===== config.mk =====
export PLATFORM = sky130hd
export DESIGN_NAME = branch_predictor_gshare
export DESIGN_NICKNAME = d
export VERILOG_FILES = /design/src/rtl/branch_predictor_gshare.sv
export SDC_FILE = /design/constraint.sdc
export NUM_CORES = 1
export LEC_CHECK = 0
export CAP_MARGIN = 20
export CORE_AREA = 8 8 196 198
export DETAILED_ROUTE_END_ITERATION = 6
export DIE_AREA = 0 0 204 206
export GPL_TIMING_DRIVEN = 0
export PLACE_DENSITY = 0.82
export SLEW_MARGIN = 10
export SYNTH_ARGS = -nofsm -noshare
export SYNTH_HDL_FRONTEND = slang
export SYNTH_SLANG_ARGS = --single-unit

===== constraint.sdc =====
create_clock -name clk -period 5.2 [get_ports clk]
set_input_delay 1.04 -clock clk [delete_from_list [all_inputs] [get_ports clk]]
set_output_delay 1.04 -clock clk [all_outputs]
set_load 0.1 [all_outputs]

===== src/rtl/branch_predictor_gshare.sv =====
// Two-bit saturating-counter BHT plus direct-mapped tagged BTB for the fetch stage.
// Selectable bimodal (MODE 0) or gshare (MODE 1) BHT indexing; lookup is combinational.
module branch_predictor_gshare #(
  parameter int PC_W  = 16,
  parameter int IDX_W = 4,
  parameter int TAG_W = 4,
  parameter int GHR_W = 4,
  parameter int MODE  = 0
) (
  input  logic             clk,
  input  logic             rst,
  input  logic [PC_W-1:0]  PC_curr,
  output logic [1:0]       prediction,
  output logic             btb_hit,
  output logic             pred_taken,
  output logic [PC_W-1:0]  predicted_target,
  output logic [GHR_W-1:0] pred_ghr,
  input  logic [PC_W-1:0]  upd_PC,
  input  logic [GHR_W-1:0] upd_ghr,
  input  logic             wen_BHT,
  input  logic             wen_BTB,
  input  logic             actual_taken,
  input  logic [PC_W-1:0]  actual_target,
  input  logic             mispredict,
  input  logic             stat_clr,
  output logic [15:0]      stat_branches,
  output logic [15:0]      stat_mispredicts
);

  localparam int unsigned ENTRIES = 1 << IDX_W;

  if (GHR_W > IDX_W) begin : g_bad_ghr
    $error("branch_predictor_gshare: GHR_W must not exceed IDX_W");
  end

  logic [1:0]       bht        [ENTRIES];
  logic             btb_valid  [ENTRIES];
  logic [TAG_W-1:0] btb_tag    [ENTRIES];
  logic [PC_W-1:0]  btb_target [ENTRIES];
  logic [GHR_W-1:0] ghr;

  logic [IDX_W-1:0] btb_idx, bht_idx, upd_btb_idx, upd_bht_idx;
  logic [TAG_W-1:0] lk_tag, upd_tag;
  logic [1:0]       upd_ctr;
  logic             upd_pc_unused;

  assign upd_pc_unused = ^{upd_PC[0], upd_PC[PC_W-1:IDX_W+TAG_W+1], upd_ghr};

  // Update indexing uses the history snapshot that travelled with the branch,
  // never the live GHR, so wrong-path history cannot skew training.
  always_comb begin
    btb_idx     = PC_curr[IDX_W:1];
    lk_tag      = PC_curr[IDX_W+TAG_W:IDX_W+1];
    upd_btb_idx = upd_PC[IDX_W:1];
    upd_tag     = upd_PC[IDX_W+TAG_W:IDX_W+1];
    if (MODE == 1) begin
      bht_idx     = btb_idx ^ IDX_W'(ghr);
      upd_bht_idx = upd_btb_idx ^ IDX_W'(upd_ghr);
    end else begin
      bht_idx     = btb_idx;
      upd_bht_idx = upd_btb_idx;
    end
  end

  always_comb begin
    prediction       = bht[bht_idx];
    btb_hit          = btb_valid[btb_idx] && (btb_tag[btb_idx] == lk_tag);
    pred_taken       = prediction[1] & btb_hit;
    predicted_target = btb_hit ? btb_target[btb_idx] : PC_curr + PC_W'(2);
    pred_ghr         = ghr;
  end

  always_comb begin
    upd_ctr = bht[upd_bht_idx];
    if (actual_taken && upd_ctr != 2'b11)
      upd_ctr = upd_ctr + 2'd1;
    else if (!actual_taken && upd_ctr != 2'b00)
      upd_ctr = upd_ctr - 2'd1;
  end

  always_ff @(posedge clk) begin
    if (!rst) begin
      for (int unsigned i = 0; i < ENTRIES; i++) begin
        bht[IDX_W'(i)]        <= '0;
        btb_valid[IDX_W'(i)]  <= 1'b0;
        btb_tag[IDX_W'(i)]    <= '0;
        btb_target[IDX_W'(i)] <= '0;
      end
      ghr <= '0;
    end else begin
      if (wen_BHT) begin
        bht[upd_bht_idx] <= upd_ctr;
        ghr              <= {upd_ghr[GHR_W-2:0], actual_taken};
      end
      if (wen_BTB) begin
        btb_valid[upd_btb_idx]  <= 1'b1;
        btb_tag[upd_btb_idx]    <= upd_tag;
        btb_target[upd_btb_idx] <= actual_target;
      end
    end
  end

  always_ff @(posedge clk) begin
    if (!rst || stat_clr) begin
      stat_branches    <= '0;
      stat_mispredicts <= '0;
    end else begin
      if (wen_BHT && stat_branches != '1)
        stat_branches <= stat_branches + 16'd1;
      if (mispredict && stat_mispredicts != '1)
        stat_mispredicts <= stat_mispredicts + 16'd1;
    end
  end

endmodule


==> flow_metrics.env <==
export IMPL_drc=0
export IMPL_dr_total_vias=12228
export IMPL_critPathSlowestCell="clkdlybuf4s50_1"
export IMPL_final_util_pct=63.3
export IMPL_finalSetupViolCount=18
export IMPL_crit_path_cell_trace="clkdlybuf4s50_1, buf_6, inv_4, mux2_2, or2_0, a221oi_1, o22ai_1, nand2b_1, buf_6, mux2i_1, buf_6"
export IMPL_layout_nets=1579
export IMPL_cts_root_buf="clkbuf_16"
export IMPL_netlist_area_um2=19000
export IMPL_cts_buffers=42
export IMPL_drt_iter0_markers=1416
export IMPL_hpwl_um=33600
export IMPL_synth_nets=1429
export IMPL_die_area_um2=42000
export IMPL_yosysSeqAreaShare_pct=61.0
export IMPL_synth_compound_area_share_pct=2.26
export IMPL_dp_cells=1932
export IMPL_power_frac_comb_pct=10.8
export IMPL_post_cts_repair_setup_buffers=0
export IMPL_synth_top_family_by_area="simple AND/OR/NAND/NOR gates"
export IMPL_htree_levels=2
export IMPL_drive_gt1_share_pct=16.7
export IMPL_hold_buffers=0
export IMPL_finalWirelength_um=49400
export IMPL_synth_xor_xnor_area_share_pct=2.07
export IMPL_cp_start_kind="primary input"
export IMPL_cp_startpoint="PC_curr[1]"
export IMPL_setup_ws_ns=-0.133
export IMPL_r2r_end="bht[6][0]$_SDFFCE_PN0P_"
export IMPL_hold_path_class="reg -> reg"
export IMPL_wl_per_cell_um=24.6
export IMPL_antenna_found_initial=0
export IMPL_regToRegStartpoint="bht[10][0]$_SDFFCE_PN0P_"
export IMPL_grt_pass1_vias=12347
export IMPL_cts_path_max_buffers=3
export IMPL_dieHeight_um=206
export IMPL_detail_route_antenna_nets=0
export IMPL_setup_tns_ns=-1.36
export IMPL_multi_input_area_um2=7130
export IMPL_synth_area_mux_share_pct=15.6
export IMPL_slew_headroom_pct=22.4
export IMPL_required_ns=4.16
export IMPL_power_frac_seq_pct=50.6
export IMPL_layout_cells_non_filler=2004
export IMPL_async_flop_share_pct=0
export IMPL_drv_slew=0
export IMPL_vdd_drop_max_mv=0.212
export IMPL_synth_area_leader_cell="edfxtp_1"
export IMPL_num_rows=69
export IMPL_cp_max_fo=10
export IMPL_hold_start="btb_valid[1]$_DFF_P_"
export IMPL_core_area_um2=35200
export IMPL_synthSimpleGateAreaFrac_pct=16.3
export IMPL_cpPeakStageDelay_ns=0.55
export IMPL_first_pass_iters=6
export IMPL_start_util_pct=54.0
export IMPL_yosys_warnings=0
export IMPL_fmaxAchievable_ghz=0.188
export IMPL_final_period_utilization_pct=103
export IMPL_synth_ff_type="edfxtp_1"
export IMPL_die_w_um=204
export IMPL_grt_ovfl_total=0
export IMPL_gp_congestion=0.893
export IMPL_place_ws_ns=-1.64
export IMPL_whs_path_depth=1
export IMPL_internal_power_w=0.00562
export IMPL_worstRegToRegCells=8
export IMPL_cts_sinks=404
export IMPL_synth_most_common_cell="edfxtp_1"
export IMPL_syn_avg_cell_area_um2=13.9
export IMPL_syn_to_final_growth_pct=17.1
export IMPL_p_switching_w=0.00176
export IMPL_grt_pass1_wl_um=73300
export IMPL_grt_usage_pct=23.2
export IMPL_synth_cell_types=45
export IMPL_violations="setup timing"
export IMPL_arrival_ns=4.29
export IMPL_skew_ns=0.0311
export IMPL_grt_max_degree=21
export IMPL_maxCapViolCount=0
export IMPL_synth_edf_count=352
export IMPL_fillers=2504
export IMPL_clkPwrFrac_pct=38.7
export IMPL_synth_fa_ha_area_share_pct=0.329
export IMPL_r2r_slack_ns=2.11
export IMPL_seqCellArea_um2=11600
export IMPL_path_class="in -> out"
export IMPL_fin_crit_ns=5.33
export IMPL_synth_area_top_cells="edfxtp_1 (56%), mux4_2 (12%), and2_1 (11%)"
export IMPL_crit_top_cell="buf_6"
export IMPL_clk_pin_slew_ns=0.06
export IMPL_status="finished, violations left"
export IMPL_leakage_nw=8.00
export IMPL_p_per_area_nw_per_um2=331
export IMPL_io_pins=115
export IMPL_port_buffers=98
export IMPL_clk_latency_ns=0.54
export IMPL_critPathCaptureType="output port"
export IMPL_vias_per_cell=6.10
export IMPL_netSwitchingFraction_pct=23.8
export IMPL_yosysTopAreaCellShare_pct=55.5
export IMPL_ys_ff_latch=404
export IMPL_synth_common_cells="edfxtp_1 (352), and2_1 (321), mux4_2 (99), nor2_1 (99), clkbuf_1 (76)"
export IMPL_hold_slack_ns=0.455
export IMPL_timing_hold_violations_final=0
export IMPL_hold_end="btb_valid[1]$_DFF_P_"
export IMPL_worstMarginPinSlew_ns=1.16
export IMPL_postSynthCellCount=1365
export IMPL_cts_tree="done"
-- layout by cell type, fill, tap and decap left out, types with 3 or more instances in the layout --
master / synthesis / routed
nor2_1: 99 / 98
a21oi_1: 18 / 15
buf_2: 20 / 15
inv_1: 5 / 5
buf_6: 3 / 17
clkbuf_16: 0 / 43
o21ai_4: 0 / 11
edfxtp_1: 352 / 352
mux2i_1: 51 / 45
nand2b_1: 11 / 11
xnor2_1: 15 / 15
nor2b_1: 12 / 11
o21ai_0: 18 / 5
ha_1: 5 / 5
mux2i_2: 0 / 5
clkinv_2: 0 / 4
nand4_1: 14 / 14
buf_12: 0 / 5
clkinv_1: 1 / 8
clkbuf_1: 76 / 84
clkbuf_2: 0 / 3
mux4_2: 99 / 99
xor2_1: 30 / 30
and2_1: 321 / 321
dfxtp_1: 52 / 52
and3_1: 9 / 9
mux2_2: 18 / 18
buf_4: 1 / 10
a211oi_1: 3 / 3
a21o_1: 17 / 17
a21oi_2: 0 / 3
nor3_1: 11 / 11
nand3_1: 21 / 21
buf_8: 0 / 4
nand2_1: 54 / 54
clkdlybuf4s50_1: 0 / 77
-- cells by family after synthesis --
kind of cell    Yosys count
flops                   404
mux                     170
compound gates           68
buf+inv                 112
simple gates            561
xor+xnor                 45
fa+ha+maj                 5
-- sequential cells by signal (all words and copies together) (netlist names) --
name              flops
btb_target          256
btb_tag              64
bht                  32
btb_valid            16
stat_branches        16
stat_mispredicts     16
pred_ghr              4
-- critical path, delay by kind of cell --
| family | cells | cell delay (ns) |
|---|---|---|
| mux | 2 | 0.77 |
| buf+inv | 5 | 1.38 |
| compound gates | 2 | 0.69 |
| simple gates | 2 | 0.40 |
-- per-layer routing --
metal / vias up / wire length (µm) / track usage [%]
met5: - / 0 / 0
met4: 0 / 1970 / 9.21
met3: 145 / 5410 / 5.16
met2: 798 / 23600 / 38.7
met1: 6037 / 18400 / 29.4
li1: 5248 / - / -
-- how the worst max path moves through the flow --
stage / end / slack [ns] / cells after the start
after detailed placement: predicted_target[7] / -1.64 / 12
after CTS: predicted_target[6] / 0.001 / 12
after global routing: predicted_target[10] / -0.12 / 12
after floorplan: predicted_target[10] / -0.31 / 11
after global placement: predicted_target[8] / -1.59 / 12
final: predicted_target[4] / -0.13 / 11
-- stage by stage --
| stage | total power, W | cell area, µm² |
|---|---|---|
| global route | 0.00755 | 22300 |
| global placement | 0.00452 | 20600 |
| detailed placement | 0.00457 | 20900 |
| floorplan | 0.00427 | 19000 |
| CTS | 0.00737 | 22300 |
| finish | 0.00738 | 22300 |
-- power groups by stage --
stage | registers, W | logic, W | clock network, W
2_1_floorplan | 0.00380 | 0.000473 | 0
3_3_place_gp | 0.00379 | 0.000729 | 0
3_5_place_dp | 0.00380 | 0.000769 | 0
4_1_cts | 0.00373 | 0.000784 | 0.00285
5_1_grt | 0.00374 | 0.000828 | 0.00297
6_report | 0.00373 | 0.000793 | 0.00285
-- final cells by class --
| class | instances | area share [%] |
|---|---|---|
| Sequential cell | 404 | 52.1 |
| Antenna cell | 1 | 0.0112 |
| Timing Repair Buffer | 106 | 5.04 |
| Inverter | 6 | 0.112 |
| Buffer | 106 | 2.42 |
| Clock buffer | 55 | 5.12 |
| Tap cell | 461 | 2.59 |
| Multi-Input combinational cell | 849 | 32.0 |
| Clock inverter | 16 | 0.607 |
-- repair_timing --
| action | 4_1_cts | 5_1_grt |
|---|---|---|
| gates resized for setup | 160 | 14 |
| endpoints found under the setup margin | 20 | 18 |
| pin swaps | 1 | 0 |
| endpoints found under the hold margin | 0 | 0 |
Note: power is estimated with default switching activity, not from simulation.
